File: src/rtl/evm_pkg.sv
// ----------------------------------------------------------------------------
// evm_pkg
// Shared definitions for the EVM ballot stage: the casting FSM state
// encoding, the meaning of the mode input, the voter-ID width and the
// largest candidate count the tally bank and readout select can address.
// No ports; imported by the ballot casting unit and its one-hot checker.
// ----------------------------------------------------------------------------
package evm_pkg;

    // Casting flow: wait for a validated voter, accept one press, then wait
    // for the keypad to be released before the next voter can be armed.
    typedef enum logic [1:0] {
        IDLE    = 2'd0,
        ARMED   = 2'd1,
        RELEASE = 2'd2
    } state_e;

    // The mode input: voting enables casting, result enables the readout.
    localparam logic MODE_VOTING = 1'b1;
    localparam logic MODE_RESULT = 1'b0;

    // Voter IDs coming from the database stage are this wide.
    localparam int VOTER_ID_W = 5;

    // The readout select is three bits, so the tally bank is always sized
    // for eight entries; entries at or above NUM_CAND are never written.
    localparam int CAND_MAX   = 8;
    localparam int CAND_IDX_W = 3;

endpackage

File: src/rtl/evm_onehot_check.sv
// ----------------------------------------------------------------------------
// evm_onehot_check
// Combinational check that the candidate keypad shows exactly one pressed
// button, and the index of that button.
// Ports:
//   cand_btn_i  in  NUM_CAND    raw button levels, active-high
//   valid_o     out 1           exactly one button is pressed
//   idx_o       out CAND_IDX_W  index of the pressed button (meaningful only
//                               when valid_o is high)
// ----------------------------------------------------------------------------
module evm_onehot_check
    import evm_pkg::*;
#(
    parameter int NUM_CAND = 4
) (
    input  logic [NUM_CAND-1:0]   cand_btn_i,
    output logic                  valid_o,
    output logic [CAND_IDX_W-1:0] idx_o
);

    int pressCount;

    // Count the pressed buttons and remember the index of the last one seen.
    // With exactly one button down that index is the pressed candidate; with
    // zero or several buttons down the press is not valid and idx_o is moot.
    always_comb begin
        pressCount = 0;
        idx_o      = '0;
        for (int i = 0; i < NUM_CAND; i++) begin
            if (cand_btn_i[i]) begin
                pressCount = pressCount + 1;
                idx_o      = CAND_IDX_W'(i);
            end
        end
        valid_o = (pressCount == 1);
    end

endmodule

File: src/rtl/ballot_casting_unit.sv
// ----------------------------------------------------------------------------
// ballot_casting_unit
// Arms the candidate keypad for one validated voter at a time, records
// exactly one vote per voter address, keeps saturating per-candidate and
// total tallies, and serves a registered tally readout in result mode.
// Ports:
//   clk                  in  1           clock, rising edge
//   rst_n                in  1           asynchronous reset, active low
//   mode                 in  1           1 = voting, 0 = result
//   write                in  1           validated-voter pulse from database
//   valid_voter_address  in  ADDR_W      bitmap index of that voter
//   valid_voter          in  VOTER_ID_W  voter ID
//   cand_btn             in  NUM_CAND    candidate buttons, level
//   result_sel           in  3           candidate index for readout
//   armed                out 1           keypad enabled
//   vote_accepted        out 1           pulse: vote recorded
//   vote_rejected        out 1           pulse: address already voted
//   timeout              out 1           pulse: armed voter timed out
//   last_voter           out VOTER_ID_W  ID of most recent accepted voter
//   result_count         out COUNT_W     registered tally of result_sel
//   total_votes          out COUNT_W     saturating sum of accepted votes
// ----------------------------------------------------------------------------
module ballot_casting_unit
    import evm_pkg::*;
#(
    parameter int NUM_CAND       = 4,
    parameter int COUNT_W        = 8,
    parameter int ADDR_W         = 4,
    parameter int TIMEOUT_CYCLES = 1000
) (
    input  logic                  clk,
    input  logic                  rst_n,
    input  logic                  mode,
    input  logic                  write,
    input  logic [ADDR_W-1:0]     valid_voter_address,
    input  logic [VOTER_ID_W-1:0] valid_voter,
    input  logic [NUM_CAND-1:0]   cand_btn,
    input  logic [CAND_IDX_W-1:0] result_sel,
    output logic                  armed,
    output logic                  vote_accepted,
    output logic                  vote_rejected,
    output logic                  timeout,
    output logic [VOTER_ID_W-1:0] last_voter,
    output logic [COUNT_W-1:0]    result_count,
    output logic [COUNT_W-1:0]    total_votes
);

    localparam int TIMER_W = $clog2(TIMEOUT_CYCLES + 1);

    state_e                  state_q, state_d;
    logic [TIMER_W-1:0]      timer_q, timer_d;
    logic [ADDR_W-1:0]       voterAddr_q, voterAddr_d;
    logic [VOTER_ID_W-1:0]   voterId_q, voterId_d;
    logic                    accepted_q, accepted_d;
    logic                    rejected_q, rejected_d;
    logic                    timeout_q, timeout_d;
    logic                    recordVote;

    logic [VOTER_ID_W-1:0]   lastVoter_q;
    logic [COUNT_W-1:0]      tally_q [CAND_MAX];
    logic [COUNT_W-1:0]      total_q;
    logic [COUNT_W-1:0]      resultCount_q;
    logic [(1<<ADDR_W)-1:0]  voted_q;

    logic                    pressValid;
    logic [CAND_IDX_W-1:0]   pressIdx;

    evm_onehot_check #(
        .NUM_CAND (NUM_CAND)
    ) u_onehot (
        .cand_btn_i (cand_btn),
        .valid_o    (pressValid),
        .idx_o      (pressIdx)
    );

    // Casting FSM next-state logic. A write is honoured only from IDLE in
    // voting mode; an address already in the bitmap is bounced with a reject
    // pulse. Once armed, leaving voting mode abandons the voter silently, a
    // clean one-hot press records the vote, and otherwise the timer runs
    // until the voter is dropped with a timeout pulse (bitmap untouched, so
    // they may come back). After a vote the keypad must go fully quiet before
    // IDLE, so a held key cannot vote for the next person.
    always_comb begin
        state_d     = state_q;
        timer_d     = timer_q;
        voterAddr_d = voterAddr_q;
        voterId_d   = voterId_q;
        accepted_d  = 1'b0;
        rejected_d  = 1'b0;
        timeout_d   = 1'b0;
        recordVote  = 1'b0;
        case (state_q)
            IDLE: begin
                if (write && mode == MODE_VOTING) begin
                    if (voted_q[valid_voter_address]) begin
                        rejected_d = 1'b1;
                    end else begin
                        voterAddr_d = valid_voter_address;
                        voterId_d   = valid_voter;
                        timer_d     = '0;
                        state_d     = ARMED;
                    end
                end
            end
            ARMED: begin
                if (mode == MODE_RESULT) begin
                    state_d = IDLE;
                end else if (pressValid) begin
                    recordVote = 1'b1;
                    accepted_d = 1'b1;
                    state_d    = RELEASE;
                end else if (timer_q == TIMER_W'(TIMEOUT_CYCLES - 1)) begin
                    timeout_d = 1'b1;
                    state_d   = IDLE;
                end else begin
                    timer_d = timer_q + 1'b1;
                end
            end
            RELEASE: begin
                if (cand_btn == '0) begin
                    state_d = IDLE;
                end
            end
            default: begin
                state_d = IDLE;
            end
        endcase
    end

    // FSM state, the pending voter captured at arming, the idle timer and
    // the registered one-cycle status pulses.
    always_ff @(posedge clk or negedge rst_n) begin
        if (!rst_n) begin
            state_q     <= IDLE;
            timer_q     <= '0;
            voterAddr_q <= '0;
            voterId_q   <= '0;
            accepted_q  <= 1'b0;
            rejected_q  <= 1'b0;
            timeout_q   <= 1'b0;
        end else begin
            state_q     <= state_d;
            timer_q     <= timer_d;
            voterAddr_q <= voterAddr_d;
            voterId_q   <= voterId_d;
            accepted_q  <= accepted_d;
            rejected_q  <= rejected_d;
            timeout_q   <= timeout_d;
        end
    end

    // Vote recording: bump the chosen candidate and the grand total, both
    // holding at all-ones rather than wrapping, mark the voter's address as
    // used and publish the voter's ID.
    always_ff @(posedge clk or negedge rst_n) begin
        if (!rst_n) begin
            for (int i = 0; i < CAND_MAX; i++) begin
                tally_q[i] <= '0;
            end
            total_q     <= '0;
            voted_q     <= '0;
            lastVoter_q <= '0;
        end else if (recordVote) begin
            if (tally_q[pressIdx] != '1) begin
                tally_q[pressIdx] <= tally_q[pressIdx] + 1'b1;
            end
            if (total_q != '1) begin
                total_q <= total_q + 1'b1;
            end
            voted_q[voterAddr_q] <= 1'b1;
            lastVoter_q          <= voterId_q;
        end
    end

    // Registered readout. Only result mode exposes a tally; a select beyond
    // the configured candidates, or voting mode, reads as zero.
    always_ff @(posedge clk or negedge rst_n) begin
        if (!rst_n) begin
            resultCount_q <= '0;
        end else if (mode == MODE_RESULT && int'(result_sel) < NUM_CAND) begin
            resultCount_q <= tally_q[result_sel];
        end else begin
            resultCount_q <= '0;
        end
    end

    assign armed         = (state_q == ARMED);
    assign vote_accepted = accepted_q;
    assign vote_rejected = rejected_q;
    assign timeout       = timeout_q;
    assign last_voter    = lastVoter_q;
    assign result_count  = resultCount_q;
    assign total_votes   = total_q;

endmodule

File: config.mk
export PLATFORM = sky130hd
export DESIGN_NAME = ballot_casting_unit
export DESIGN_NICKNAME = d
export VERILOG_FILES = /design/src/rtl/evm_pkg.sv /design/src/rtl/evm_onehot_check.sv /design/src/rtl/ballot_casting_unit.sv
export SDC_FILE = /design/constraint.sdc
export NUM_CORES = 1
export LEC_CHECK = 0
export CORE_MARGIN = 4
export CORE_UTILIZATION = 50
export DETAILED_ROUTE_END_ITERATION = 8
export GPL_TIMING_DRIVEN = 0
export PLACE_DENSITY = 0.72
export SYNTH_ARGS = -nofsm -noshare
export SYNTH_HDL_FRONTEND = slang
export SYNTH_SLANG_ARGS = --single-unit
export TNS_END_PERCENT = 10
File: constraint.sdc
create_clock -name clk -period 3.08 [get_ports clk]
set_input_delay 0.924 -clock clk [delete_from_list [all_inputs] [get_ports clk]]
set_output_delay 0.924 -clock clk [all_outputs]
set_load 0.02 [all_outputs]
# Word level (Yosys, flattened, before mapping)
# Cells that the tools add are included.
# totals
reg_bits	125
out_inout_bits	25
word_cells	106
# op_classes
addsub	6
order_cmp	7
eq_ne	13
mux	44
bitwise_logic	5
reduce_logical	12
# ops
cell	count
2-to-1 mux 32 bit	3
adder 32 x 2 -> 32 bit (second input constant)	2
bitwise mux 64 bit	1
2-to-1 mux 10 bit	5
binary-select mux 8 bit (select 3 bit)	2
2-to-1 mux 8 bit	6
equality test 32 x 2 -> 1 bit (second input constant)	1
demux 8 bit (select 3 bit)	1
case mux 10 bit (2 select lines)	1
adder 8 x 1 -> 8 bit (second input constant)	2
2-to-1 mux 2 bit	8
inequality test 8 bit (second input constant)	2
bitwise OR 16 bit	1
2-to-1 mux 1 bit	14
inequality test 2 bit (second input constant)	6
adder 10 x 1 -> 10 bit (second input constant)	1
equality test 10 bit (second input constant)	1
< comparator 4 x 5 -> 1 bit (second input constant)	2
>= comparator 4 bit (second input constant)	2
NOT 3 -> 4 bit	2
case mux 2 bit (3 select lines)	1
AND reduction 6 bit	1
binary-select mux 1 bit (select 4 bit)	1
demux 1 bit (select 4 bit)	1
15 further kinds	20

# Longest topological paths before layout
# depth
word_depth	12
depth_mapped	12
mapped_depth_nobuf	10

# Hierarchy
# Synthesis repeated with hierarchy kept, for this count alone.
# hier_totals
cells_unflattened	454
area_unflattened_um2	6084.6
# by_module_without_submodules
mod	n_inst	cells_each	area_each_um2	seq_area_each_um2
ballot_casting_unit	1	437	5955.7	3128.0
evm_onehot_check	1	17	128.9	0.0

# Least setup slack after synthesis
# Ideal clock, no wire load.
# synth_timing
path_kind	in2reg
startpoint	input cand_btn[1]
endpoint	register tally_q[32] in the netlist's numbering
setup_time_ns	0.125
arrival_ns	3.490
required_time_ns	2.955
slack_ns	-0.535
cell_stages	11
cell_sequence	buf_6 > inv_1 > ha_1 > xor2_1 > ha_1 > nand3b_1 > o311a_1 > nor4_4 > o311a_2 > buf_4 > mux2_2
# synth_between
elab_chain_cells	10
elab_cells_between_ends	25
classes_between	3 x add/sub; 2 x order compare; 2 x eq/ne; 15 x mux; 1 x bitwise; 2 x reduce/logical
# synth_rtl
element	line	text
start, declared	ballot_casting_unit.sv:37	input logic [NUM_CAND-1:0] cand_btn,
2-to-1 mux 32 bit	evm_onehot_check.sv:30	if (cand_btn_i[i]) begin
adder 32 x 2 -> 32 bit	evm_onehot_check.sv:31	pressCount = pressCount + 1;
2-to-1 mux 32 bit	evm_onehot_check.sv:30	
adder 32 x 2 -> 32 bit	evm_onehot_check.sv:31	
2-to-1 mux 32 bit	evm_onehot_check.sv:30	
equality test 32 x 2 -> 1 bit	evm_onehot_check.sv:35	valid_o = (pressCount == 1);
2-to-1 mux 1 bit	ballot_casting_unit.sv:108	end else if (pressValid) begin
2-to-1 mux 1 bit	ballot_casting_unit.sv:106	if (mode == MODE_RESULT) begin
2-to-1 mux 1 bit	ballot_casting_unit.sv:92	case (state_q)
AND reduction 2 bit (no line)	-	
end signal, assigned by index	ballot_casting_unit.sv:165	tally_q[pressIdx] <= tally_q[pressIdx] + 1'b1;
end, declared	ballot_casting_unit.sv:60	logic [COUNT_W-1:0] tally_q [CAND_MAX];
# Several ways; a longest one is shown, not always the timed one. The select of a mux whose other input is x is not followed.
# A chain may end at the register's enable or synchronous reset.

# Worst setup path in the final report
# layout_timing
startpoint	input cand_btn[1]
endpoint	register tally_q[58] in the netlist's numbering
# Same word-level chain as after synthesis.

==> summary.md <==
| Metric | Value |
|---|---|
| Mapped Cells | around 350 |
| Synthesis-to-layout area growth | 23.3% |
| Final Non-Filler Cells | 531 |
| Clock slew at reported path FFs | 0.10 ns |
| Worst Slack Setup Final | -0.0210 ns |
| Final min period | 3.10 ns |
| Max Slew Vio Count | 0 |
| Sequential Power Share | 0.485 |
| Worst Path Required | roughly 3.3 ns |
| Status | complete, but fails checks |
| Vias per inst | between 5 and 6 |
| DR DRC count | 0 |
| Most common cell in the netlist | dfrtp_1 |
| Crit Path Category | primary input to flop |
| Largest net degree at the start of global routing | 73 |
| Final setup viols | 13 |
| Internal | 2530 uW |
| GRT busiest layer | met2 |
| Area contributors post-synth | dfrtp_1, mux2_2, mux4_2, mux2_1, xor2_1 |
| Logic pwr share | 0.307 |
| Die Height | 103 um |
| Switch Pwr | 1250 uW |
| Antenna Nets Post-Route | 0 |
| Drt first-iter violations | ~170 |
| Power per cell area | between 600 and 700 nW/um^2 |
| CP delay by family, top | simple AND/OR/NAND/NOR gates |
| Reg-to-reg startpoint | tally_q[38] |
| Type of the tightest min-delay check | primary input to async pin |
| Buf/Inv on CP | 4 |
| Ports | 45 |
| Clk buf depth | 2 |
| Met3 usage | 0.0449 |
| FP Rows | 34 |
| RSZ-0062 raised after global routing | yes |
| Gpl congestion | ~0.84 |
| Initial cell density of the core | 0.517 |
| GR Util All Layers | 0.188 |
| Fmax | 322 MHz |
| Layout Nets | 444 |
| Routing usage on met2 | 0.300 |
| Wire per inst | 17.7 um |
| R2R cell count | 7 |
| Crit-path slowest cell | mux2_4 |
| Ys flop type | dfrtp_1 |
| Number of diodes | 0 |
| Worst Path Max Fanout | 8 |
| Syn_nets | 375 |
| Share of cells above drive strength 1 | 0.286 |
| Crit path arrival time | 3.35 ns |
| Clock Root Buffer | clkbuf_8 |
| Vias | 2,984 |
| Clock power frac | 0.208 |
| Met1 Use GR | 0.257 |
| Post-Syn Area | 4550 sq um |
| Synth Area per Inst | 13.0 sq um |
| Placed insts | 499 |
| Post-synth top area share | 0.511 |
| Final Hold Viols | 0 |
| CP Capture Type | flop |
| Power Total | 3780 uW |
| Relative slew slack | 0.516 |
| Max-Cap Viols | 0 |
| Skew-Pair Late Insertion Delay | 0.36 ns |
| Static leakage | approximately 0.0027 uW |
| DRT Pass-1 Iters | 4 |
| CP max stage delay | around 0.38 ns |
| Core area | 8810 sq um |
| Least-Margin Pin Slew | between 0.7 and 0.8 ns |
| Period utilization | 1.01 |
| Number of global-route vias before repair | 3,078 |
| Sw frac | 0.331 |
| Input/output buffers | 41 |
| Clock skew | 0.0111 ns |
| RR Endpoint | tally_q[58] |
| Total grt overflow | 0 |
| Synth Register Bits | 93 |
| Reg2reg setup slack | ~0.65 ns |
| Antenna violations before repair | 0 |
| VDD IR max | around 0.44 mV |
| Final wirelength | about 9400 um |
| Most frequent cells after synthesis | dfrtp_1, mux2_2, mux2_1 |
| CP Cell Sequence | buf_8 > buf_12 > clkinv_8 > ha_4 > xor2_2 > ha_1 > nand3b_1 > o311a_1 > nor4_4 > buf_6 > nand4_4 > mux2_4 |
| Synth area leader | dfrtp_1 |
| First-pass GRT wire length | between 15,000 and 20,000 um |
| Post-synth EDFFs | 0 |
| CTS tree | done |
| CTS Buf Count | 9 |
| Ys async rst share | 1.00 |
| H-tree Lvls | 3 |
| # clock sinks | between 90 and 100 |
| Final HPWL DP | roughly 6300 um |
| Sequential area share after synthesis | 0.511 |
| Die ar. | 10,700 sq um |
| Launching element of the worst setup path | cand_btn[1] |
| Setup crit start kind | primary input |
| Chip width | 103 um |
| Synth warnings | 0 |
| Failing checks | negative setup slack |
| Final hold slack | 0.442 ns |
| Unique cell type count in the Yosys netlist | 50 |
power by group through the flow:
stage | sequential, uW | clock, uW | combinational, uW
2_1_floorplan | 1840 | 0 | 715
5_1_grt | 1890 | 866 | 1270
4_1_cts | 1830 | 814 | 1150
3_3_place_gp | 1820 | 0 | 1070
3_5_place_dp | 1840 | 0 | 1100
6_report | 1830 | 787 | 1160
kinds of logic (layout without fill, tap and decap cells):
| logic type | count (synthesis) | count (layout) | share of synthesized area |
|---|---|---|---|
| buffers and inverters | 29 | 102 | 0.0338 |
| muxes | 72 | 72 | 0.206 |
| xor gates and xnor gates | 22 | 22 | 0.0423 |
| and+or+nand+nor | 90 | 90 | 0.122 |
| DFF | 93 | 93 | 0.511 |
| AOI/OAI and AO/OA | 37 | 38 | 0.0676 |
| adders and majority gates | 6 | 6 | 0.0165 |
how the worst max path moves through the flow:
stage	end	slack, ns	depth (start not counted)
6_report	tally_q[58]	-0.02	12
5_1_grt	tally_q[58]	-0.12	12
4_1_cts	tally_q[58]	0.02	11
3_5_place_dp	tally_q[32]	-1.22	12
3_3_place_gp	voted_q[14]	-2.24	1
2_1_floorplan	tally_q[32]	-0.41	11
area by class of cell:
type | instances | area [sq um]
fill | 669 | 3190
sequential | 93 | 2330
multi-input combinational | 228 | 2200
timing repair buffer | 58 | 572
tap | 108 | 135
clock buffer | 9 | 124
buffer | 12 | 115
inverter | 16 | 72.6
clock inverter | 7 | 65.1
per-stage QoR:
stage | setup WS, ns | util | instance area (sq um) | setup TNS [ns]
after global routing | -0.119 | 0.637 | 5610 | -2.92
after floorplan | -0.409 | - | 4620 | -14.40
final | -0.0210 | 0.637 | 5610 | -0.175
after global placement | -2.24 | 0.587 | 5170 | -284.51
after detailed placement | -1.22 | 0.590 | 5190 | -79.65
after CTS | 0.0171 | 0.625 | 5510 | 0
layer usage:
metal  vias up  routed length, um
li1       1408                  -
met4         0                116
met3        12                364
met5         -                  0
met1      1511               4490
met2        53               4430
layout by cell type (no fill, tap or decap), types with 3 or more instances in the layout:
| cell type | n |
|---|---|
| a21o_1 | 12 |
| a222oi_1 | 3 |
| a31o_2 | 5 |
| and3_1 | 5 |
| buf_12 | 3 |
| buf_4 | 15 |
| buf_6 | 6 |
| clkbuf_1 | 3 |
| clkbuf_8 | 9 |
| clkdlybuf4s50_1 | 35 |
| dfrtp_1 | 93 |
| ha_1 | 5 |
| inv_1 | 13 |
| mux2_1 | 13 |
| mux2_2 | 19 |
| mux2_4 | 16 |
| mux2i_1 | 12 |
| mux4_2 | 12 |
| nand2_1 | 12 |
| nand2b_1 | 3 |
| nand3_1 | 8 |
| nand4_1 | 7 |
| nor2_1 | 14 |
| nor2b_1 | 16 |
| nor3_1 | 5 |
| nor3_2 | 3 |
| o21ai_0 | 4 |
| xnor2_1 | 5 |
| xor2_1 | 16 |
flip-flops by register name, summed over array words and instances, names as in the netlist, 2 cells and up:
signal / count
voted_q: 16
last_voter: 5
tally_q: 32
voterId_q: 5
timer_q: 10
total_votes: 8
result_count: 8
voterAddr_q: 4
state_q: 2
timing repair:
item / 4_1_cts / 5_1_grt
gates resized for setup: 21 / 20
cloned: 0 / 1
pin swaps: 7 / 6
setup buffers: 10 / 6
endpoints found under the setup margin: 75 / 51
hold buffers: 0 / 0
Note: power is estimated with default switching activity, not from simulation.
